File: src/rtl/t2mi_to_ts_packer.sv
// Packs a T2-MI byte stream into 188-byte MPEG-TS packets on a single PID.
// Define TS_NULL_FILL_EN to emit null packets when the upstream starves.
module t2mi_to_ts_packer #(
    parameter logic [12:0] PID          = 13'h1000,
    parameter int unsigned NULL_TIMEOUT = 16
) (
    input  logic       CLK,
    input  logic       RST,
    input  logic [7:0] DATA_IN,
    input  logic       ENA_IN,
    input  logic [7:0] POINTER_IN,
    output logic       UP_ENA,
    output logic [7:0] TS_DATA,
    output logic       TS_VALID,
    output logic       TS_SOP,
    input  logic       OUT_READY,
    output logic [3:0] cc_mon
);

    localparam logic [2:0] StWait = 3'd0;
    localparam logic [2:0] StHdr  = 3'd1;
    localparam logic [2:0] StPtr  = 3'd2;
    localparam logic [2:0] StPay  = 3'd3;
`ifdef TS_NULL_FILL_EN
    localparam logic [2:0] StNull = 3'd4;
`endif

    logic [2:0]  state_q, state_d;
    logic [7:0]  p_q, p_d;
    logic        pusi_q, pusi_d;
    logic [7:0]  byte_cnt_q, byte_cnt_d;
    logic [3:0]  cc_q, cc_d;
    logic [7:0]  ts_data_q, ts_data_d;
    logic        ts_valid_q, ts_valid_d;
    logic        ts_sop_q, ts_sop_d;
    logic [15:0] starve_q, starve_d;

    logic        slot_free;
    logic        up_ena;
    logic        starve_hit;
    logic [7:0]  hdr_byte;

    assign slot_free  = !ts_valid_q || OUT_READY;
    assign starve_hit = (starve_q == 16'(NULL_TIMEOUT - 1));

    // byte_cnt_q is the index of the byte currently held in TS_DATA
    always_comb begin
        hdr_byte = 8'h00;
        unique case (byte_cnt_q[1:0])
            2'd0:    hdr_byte = {1'b0, pusi_q, 1'b0, PID[12:8]};
            2'd1:    hdr_byte = PID[7:0];
            default: hdr_byte = {2'b00, 2'b01, cc_q};
        endcase
    end

`ifdef TS_NULL_FILL_EN
    logic [7:0] null_byte;

    always_comb begin
        null_byte = 8'hFF;
        unique case (byte_cnt_q)
            8'd0:    null_byte = 8'h1F;
            8'd2:    null_byte = 8'h10;
            default: null_byte = 8'hFF;
        endcase
    end
`endif

    always_comb begin
        state_d    = state_q;
        p_d        = p_q;
        pusi_d     = pusi_q;
        byte_cnt_d = byte_cnt_q;
        cc_d       = cc_q;
        ts_data_d  = ts_data_q;
        ts_valid_d = ts_valid_q;
        ts_sop_d   = ts_sop_q;
        starve_d   = starve_q;
        up_ena     = 1'b0;

        unique case (state_q)
            StWait: begin
                // Step over upstream bubbles, freeze it on a valid byte
                up_ena = !ENA_IN;
                if (slot_free) begin
                    if (ENA_IN) begin
                        p_d        = POINTER_IN;
                        pusi_d     = (POINTER_IN <= 8'd182);
                        byte_cnt_d = 8'd0;
                        ts_data_d  = 8'h47;
                        ts_valid_d = 1'b1;
                        ts_sop_d   = 1'b1;
                        starve_d   = 16'd0;
                        state_d    = StHdr;
                    end else begin
                        ts_valid_d = 1'b0;
                        ts_sop_d   = 1'b0;
                        if (starve_hit) begin
`ifdef TS_NULL_FILL_EN
                            byte_cnt_d = 8'd0;
                            ts_data_d  = 8'h47;
                            ts_valid_d = 1'b1;
                            ts_sop_d   = 1'b1;
                            starve_d   = 16'd0;
                            state_d    = StNull;
`endif
                        end else begin
                            starve_d = starve_q + 16'd1;
                        end
                    end
                end
            end
            StHdr: begin
                if (slot_free) begin
                    byte_cnt_d = byte_cnt_q + 8'd1;
                    ts_data_d  = hdr_byte;
                    ts_valid_d = 1'b1;
                    ts_sop_d   = 1'b0;
                    if (byte_cnt_q == 8'd2) begin
                        cc_d    = cc_q + 4'd1;
                        state_d = pusi_q ? StPtr : StPay;
                    end
                end
            end
            StPtr: begin
                if (slot_free) begin
                    byte_cnt_d = byte_cnt_q + 8'd1;
                    ts_data_d  = p_q;
                    ts_valid_d = 1'b1;
                    ts_sop_d   = 1'b0;
                    state_d    = StPay;
                end
            end
            StPay: begin
                up_ena = slot_free;
                if (slot_free) begin
                    ts_sop_d = 1'b0;
                    if (ENA_IN) begin
                        byte_cnt_d = byte_cnt_q + 8'd1;
                        ts_data_d  = DATA_IN;
                        ts_valid_d = 1'b1;
                        if (byte_cnt_q == 8'd186) begin
                            state_d = StWait;
                        end
                    end else begin
                        ts_valid_d = 1'b0;
                    end
                end
            end
`ifdef TS_NULL_FILL_EN
            StNull: begin
                if (slot_free) begin
                    byte_cnt_d = byte_cnt_q + 8'd1;
                    ts_data_d  = null_byte;
                    ts_valid_d = 1'b1;
                    ts_sop_d   = 1'b0;
                    if (byte_cnt_q == 8'd186) begin
                        state_d = StWait;
                    end
                end
            end
`endif
            default: state_d = StWait;
        endcase
    end

    always_ff @(posedge CLK) begin
        if (RST) begin
            state_q    <= StWait;
            p_q        <= 8'h00;
            pusi_q     <= 1'b0;
            byte_cnt_q <= 8'd0;
            cc_q       <= 4'd0;
            ts_data_q  <= 8'h00;
            ts_valid_q <= 1'b0;
            ts_sop_q   <= 1'b0;
            starve_q   <= 16'd0;
        end else begin
            state_q    <= state_d;
            p_q        <= p_d;
            pusi_q     <= pusi_d;
            byte_cnt_q <= byte_cnt_d;
            cc_q       <= cc_d;
            ts_data_q  <= ts_data_d;
            ts_valid_q <= ts_valid_d;
            ts_sop_q   <= ts_sop_d;
            starve_q   <= starve_d;
        end
    end

    assign UP_ENA   = up_ena && !RST;
    assign TS_DATA  = ts_data_q;
    assign TS_VALID = ts_valid_q;
    assign TS_SOP   = ts_sop_q;
    assign cc_mon   = cc_q;

endmodule

File: config.mk
export PLATFORM = sky130hd
export DESIGN_NAME = t2mi_to_ts_packer
export DESIGN_NICKNAME = d
export VERILOG_FILES = /design/src/rtl/t2mi_to_ts_packer.sv
export SDC_FILE = /design/constraint.sdc
export NUM_CORES = 1
export LEC_CHECK = 0
export ABC_AREA = 0
export CAP_MARGIN = 20
export CORE_UTILIZATION = 33
export DETAILED_ROUTE_END_ITERATION = 16
export GPL_TIMING_DRIVEN = 1
export PLACE_DENSITY_LB_ADDON = 0.2
export SLEW_MARGIN = 5
export SYNTH_ARGS = -nofsm -noshare
export SYNTH_HDL_FRONTEND = slang
export SYNTH_SLANG_ARGS = --single-unit
File: constraint.sdc
create_clock -name CLK -period 3.1 [get_ports CLK]
set_input_delay 0.775 -clock CLK [delete_from_list [all_inputs] [get_ports CLK]]
set_output_delay 0.775 -clock CLK [all_outputs]
set_load 0.05 [all_outputs]
==> results.py, run 1 <==
metrics = {
    "floorplanning": {
        "num_io_pins": 35,
        "die_x_um": 73.44,
        "initial_core_util_pct": 34.96,
        "row_count": 25,
        "dieArea_um2": 5393,
        "coreArea_um2": 4817,
        "die_h_um": 73.44,
    },
    "clocking": {
        "clock-sinks": 33,
        "cts_max_level": 2,
        "cts-root-buf": "clkbuf_8",
        "path_clk_slew_ps": 70,
        "cts_setup_buffers": 0,
        "cts_buffer_depth": 2,
        "cts_resized": 0,
        "cts_made_buffers": 5,
        "cts_hold_buffers": 0,
        "insertion_delay_ps": 280,
        "cts_tree": "built",
    },
    "yosys": {
        "yosys_warnings": 0,
        "synth.area.top_cells": "dfxtp_1 39%, ha_1 8.2%, nor2_1 7.4%, mux2i_1 5.9%, a21oi_1 3.0%",
        "syn_avg_cell_area_um2": 8.506,
        "synth-seq-cells": 33,
        "yosys_most_used_dff": "dfxtp_1",
        "synth_area_um2": 1684,
        "ys_seq_area_share_pct": 39.23,
        "netlist_instances": 198,
        "yosysTopAreaCellShare_pct": 39.23,
        "ys_types": 42,
        "synthTopCellsByCount": "33 x dfxtp_1, 33 x nor2_1, 11 x ha_1, 11 x nand2_1",
        "yosysTopAreaCell": "dfxtp_1",
        "synth_edf_count": 0,
        "synth-async-reset-ratio_pct": 0,
        "synthesis.nets": 229,
    },
    "job": {
        "maxCapViolCount": 0,
    },
    "critical_path": {
        "r2r_start": "byte_cnt_q[0]$_SDFFE_PP0P_",
        "rrSetupSlack_ps": 810,
        "worst_ep_arrival_time_ps": 1920,
        "endpoint_kind": "output port",
        "rr_endpoint": "cc_mon[3]$_SDFFE_PP0P_",
        "path_class": "input port to output port",
        "cp_data_required_time_ps": 2320,
        "worst_setup_path_start_kind": "input port",
        "path_max_fanout": 2,
        "worst-r2r-cell-count": 6,
    },
    "timing": {
        "fmax_mhz": 370.7,
        "finClkSkew_ps": 6.456,
        "maxSlewHeadroom_pct": 64.76,
        "tightest_slew_ps": 528.6,
        "grt_setup_unrepaired": "no",
        "fin_crit_ps": 2697,
        "min_period_over_period_pct": 87.01,
        "finalSetupViolCount": 0,
        "setup_tns_ps": 0,
        "maxSlewViolCount": 0,
        "hold_violations": 0,
    },
    "global_routing": {
        "grt_pass1_wl_mm": 6.499,
        "grt_pass1_vias": 1352,
        "grt_max_degree": 29,
        "antenna_found_initial": 0,
        "gr-total-overflow": 0,
        "grt_use_total_pct": 15.70,
    },
    "power_and_ir_drop": {
        "vdd_drop_max_uv": 226.5,
        "p_switching_mw": 0.6807,
        "seq_power_share_pct": 32.4,
        "netSwitchingFraction_pct": 39.63,
        "powerDensity_nw_per_um2": 779.6,
        "pwr-share-clk_pct": 22.5,
        "report.power.total_mw": 1.718,
        "p_leak_nw": 0.8553,
        "p_int_mw": 1.037,
        "comb_power_share_pct": 45.2,
    },
    "detailed_routing": {
        "drt_iter0_drc": 79,
        "drc": 0,
        "via_per_inst": 4.950,
        "wl_per_cell_um": 12.97,
        "final_antenna_net_count": 0,
        "wl_mm": 3.878,
        "vias": 1480,
        "dr.pass1.iters": 5,
    },
    "hold_path": {
        "worstHoldStart": "TS_SOP$_SDFFE_PP0P_",
        "min_to": "TS_SOP$_SDFFE_PP0P_",
        "hp-class": "register to register",
        "hold_depth": 2,
    },
    "place": {
        "dp.final_hpwl_mm": 2.885,
        "gp_congestion": 0.7660,
        "portBuffers": 34,
    },
    "finish": {
        "area_delta_synth_final_pct": 30.83,
        "nets": 263,
        "drive_above_1_share_pct": 6.466,
        "nFillCells": 516,
        "diodes": 0,
    },
    "status": {
        "status": "finished, final reports clean",
    },
}
routing by layer:
metal	share of wire [%]	GRT usage, %	up-vias
met5	0	0	-
met4	1.0	4.487	0
met3	3.2	3.978	6
met2	45	25.21	25
met1	51	20.82	676
li1	-	-	773
power groups by stage:
stage               registers [mW]  clock network, mW  logic, mW
finish                       0.556              0.386      0.776
CTS                          0.556              0.398      0.776
global route                 0.568              0.412      0.851
floorplan                    0.675                  0      0.434
global placement             0.564                  0      0.770
detailed placement           0.565                  0      0.773
worst max path at each step:
| stage | startpoint | to |
|---|---|---|
| 2_1_floorplan | state_q[0]$_SDFFE_PP0P_ | UP_ENA |
| 3_3_place_gp | OUT_READY | cc_mon[3]$_SDFFE_PP0P_ |
| 3_5_place_dp | OUT_READY | cc_mon[3]$_SDFFE_PP0P_ |
| 4_1_cts | OUT_READY | UP_ENA |
| 5_1_grt | OUT_READY | UP_ENA |
| 6_report | OUT_READY | UP_ENA |
kinds of logic after synthesis:
family,share of synthesized area (%)
buffers and inverters,4.680
AOI/OAI and AO/OA,16.79
xor gates and xnor gates,3.640
and+or+nand+nor,21.55
DFF,39.23
muxes,5.944
adders and majority gates,8.172
final cells by class:
type                       instances  area [um^2]  area share (%)
clock inverter                     2        35.03           1.590
multi-input combinational        146        944.7           42.87
timing repair buffer              38        380.4           17.26
clock buffer                       5        68.82           3.123
sequential                        33        660.6           29.98
inverter                           8        30.03           1.363
tap                               67        83.83           3.805
per-stage QoR:
step / cell area (um^2) / setup slack [ps] / std cells / utilization (%) / hold slack [ps]
6_report: 2203 / 402.7 / 299 / 45.74 / 457.6
5_1_grt: 2203 / 349.0 / 299 / 45.74 / 493.9
4_1_cts: 2203 / 407.7 / 299 / 45.74 / 462.3
3_5_place_dp: 2100 / 388.0 / 292 / 43.58 / 452.0
3_3_place_gp: 2100 / 418.3 / 292 / 43.58 / 454.8
2_1_floorplan: 1684 / 5.302 / 198 / - / 451.9
worst max-delay path: stages:
cell and delay, ps:
clkdlybuf4s50_1 470, nand2b_1 130, a2bb2oi_1 70, nor3_1 290, buf_12 180
sequential cells by signal, indices dropped and copies added, names as in the netlist:
signal      count
TS_DATA         8
TS_SOP          1
state_q         2
pusi_q          1
cc_mon          4
p_q             8
byte_cnt_q      8
TS_VALID        1
placed cells by master (no fill, tap or decap), types with 2 or more instances in the layout:
cell type        synthesis  routed
a211oi_1                 2       2
a21oi_1                 10      10
a221oi_1                 4       4
a222oi_1                 2       2
a22oi_1                  2       2
a311oi_1                 4       4
a31oi_1                  2       2
buf_4                    0       4
clkbuf_8                 0       5
clkdlybuf4s50_1          0      33
dfxtp_1                 33      33
ha_1                    11      11
inv_1                    8       8
mux2i_1                 10      10
nand2_1                 11      11
nand2b_1                 2       2
nand3_1                  7       7
nand4_1                  3       3
nor2_1                  33      33
nor3_1                   7       7
o21a_1                   3       3
o21ai_0                  8       8
or3_1                    3       3
xnor2_1                  2       2
xor2_1                   5       5
No activity file was read; power rests on OpenSTA's default activity.
==> run 2, diff against run 1 <==
--- a/config.mk
+++ b/config.mk
@@ -8,6 +8,7 @@
 export ABC_AREA = 0
 export CAP_MARGIN = 20
 export CORE_UTILIZATION = 33
+export CTS_BUF_LIST = sky130_fd_sc_hd__clkbuf_8
 export DETAILED_ROUTE_END_ITERATION = 16
 export GPL_TIMING_DRIVEN = 1
 export PLACE_DENSITY_LB_ADDON = 0.2
==> results of run 2 <==
No change in the layout: final DEF, timing and power equal those of run 1.
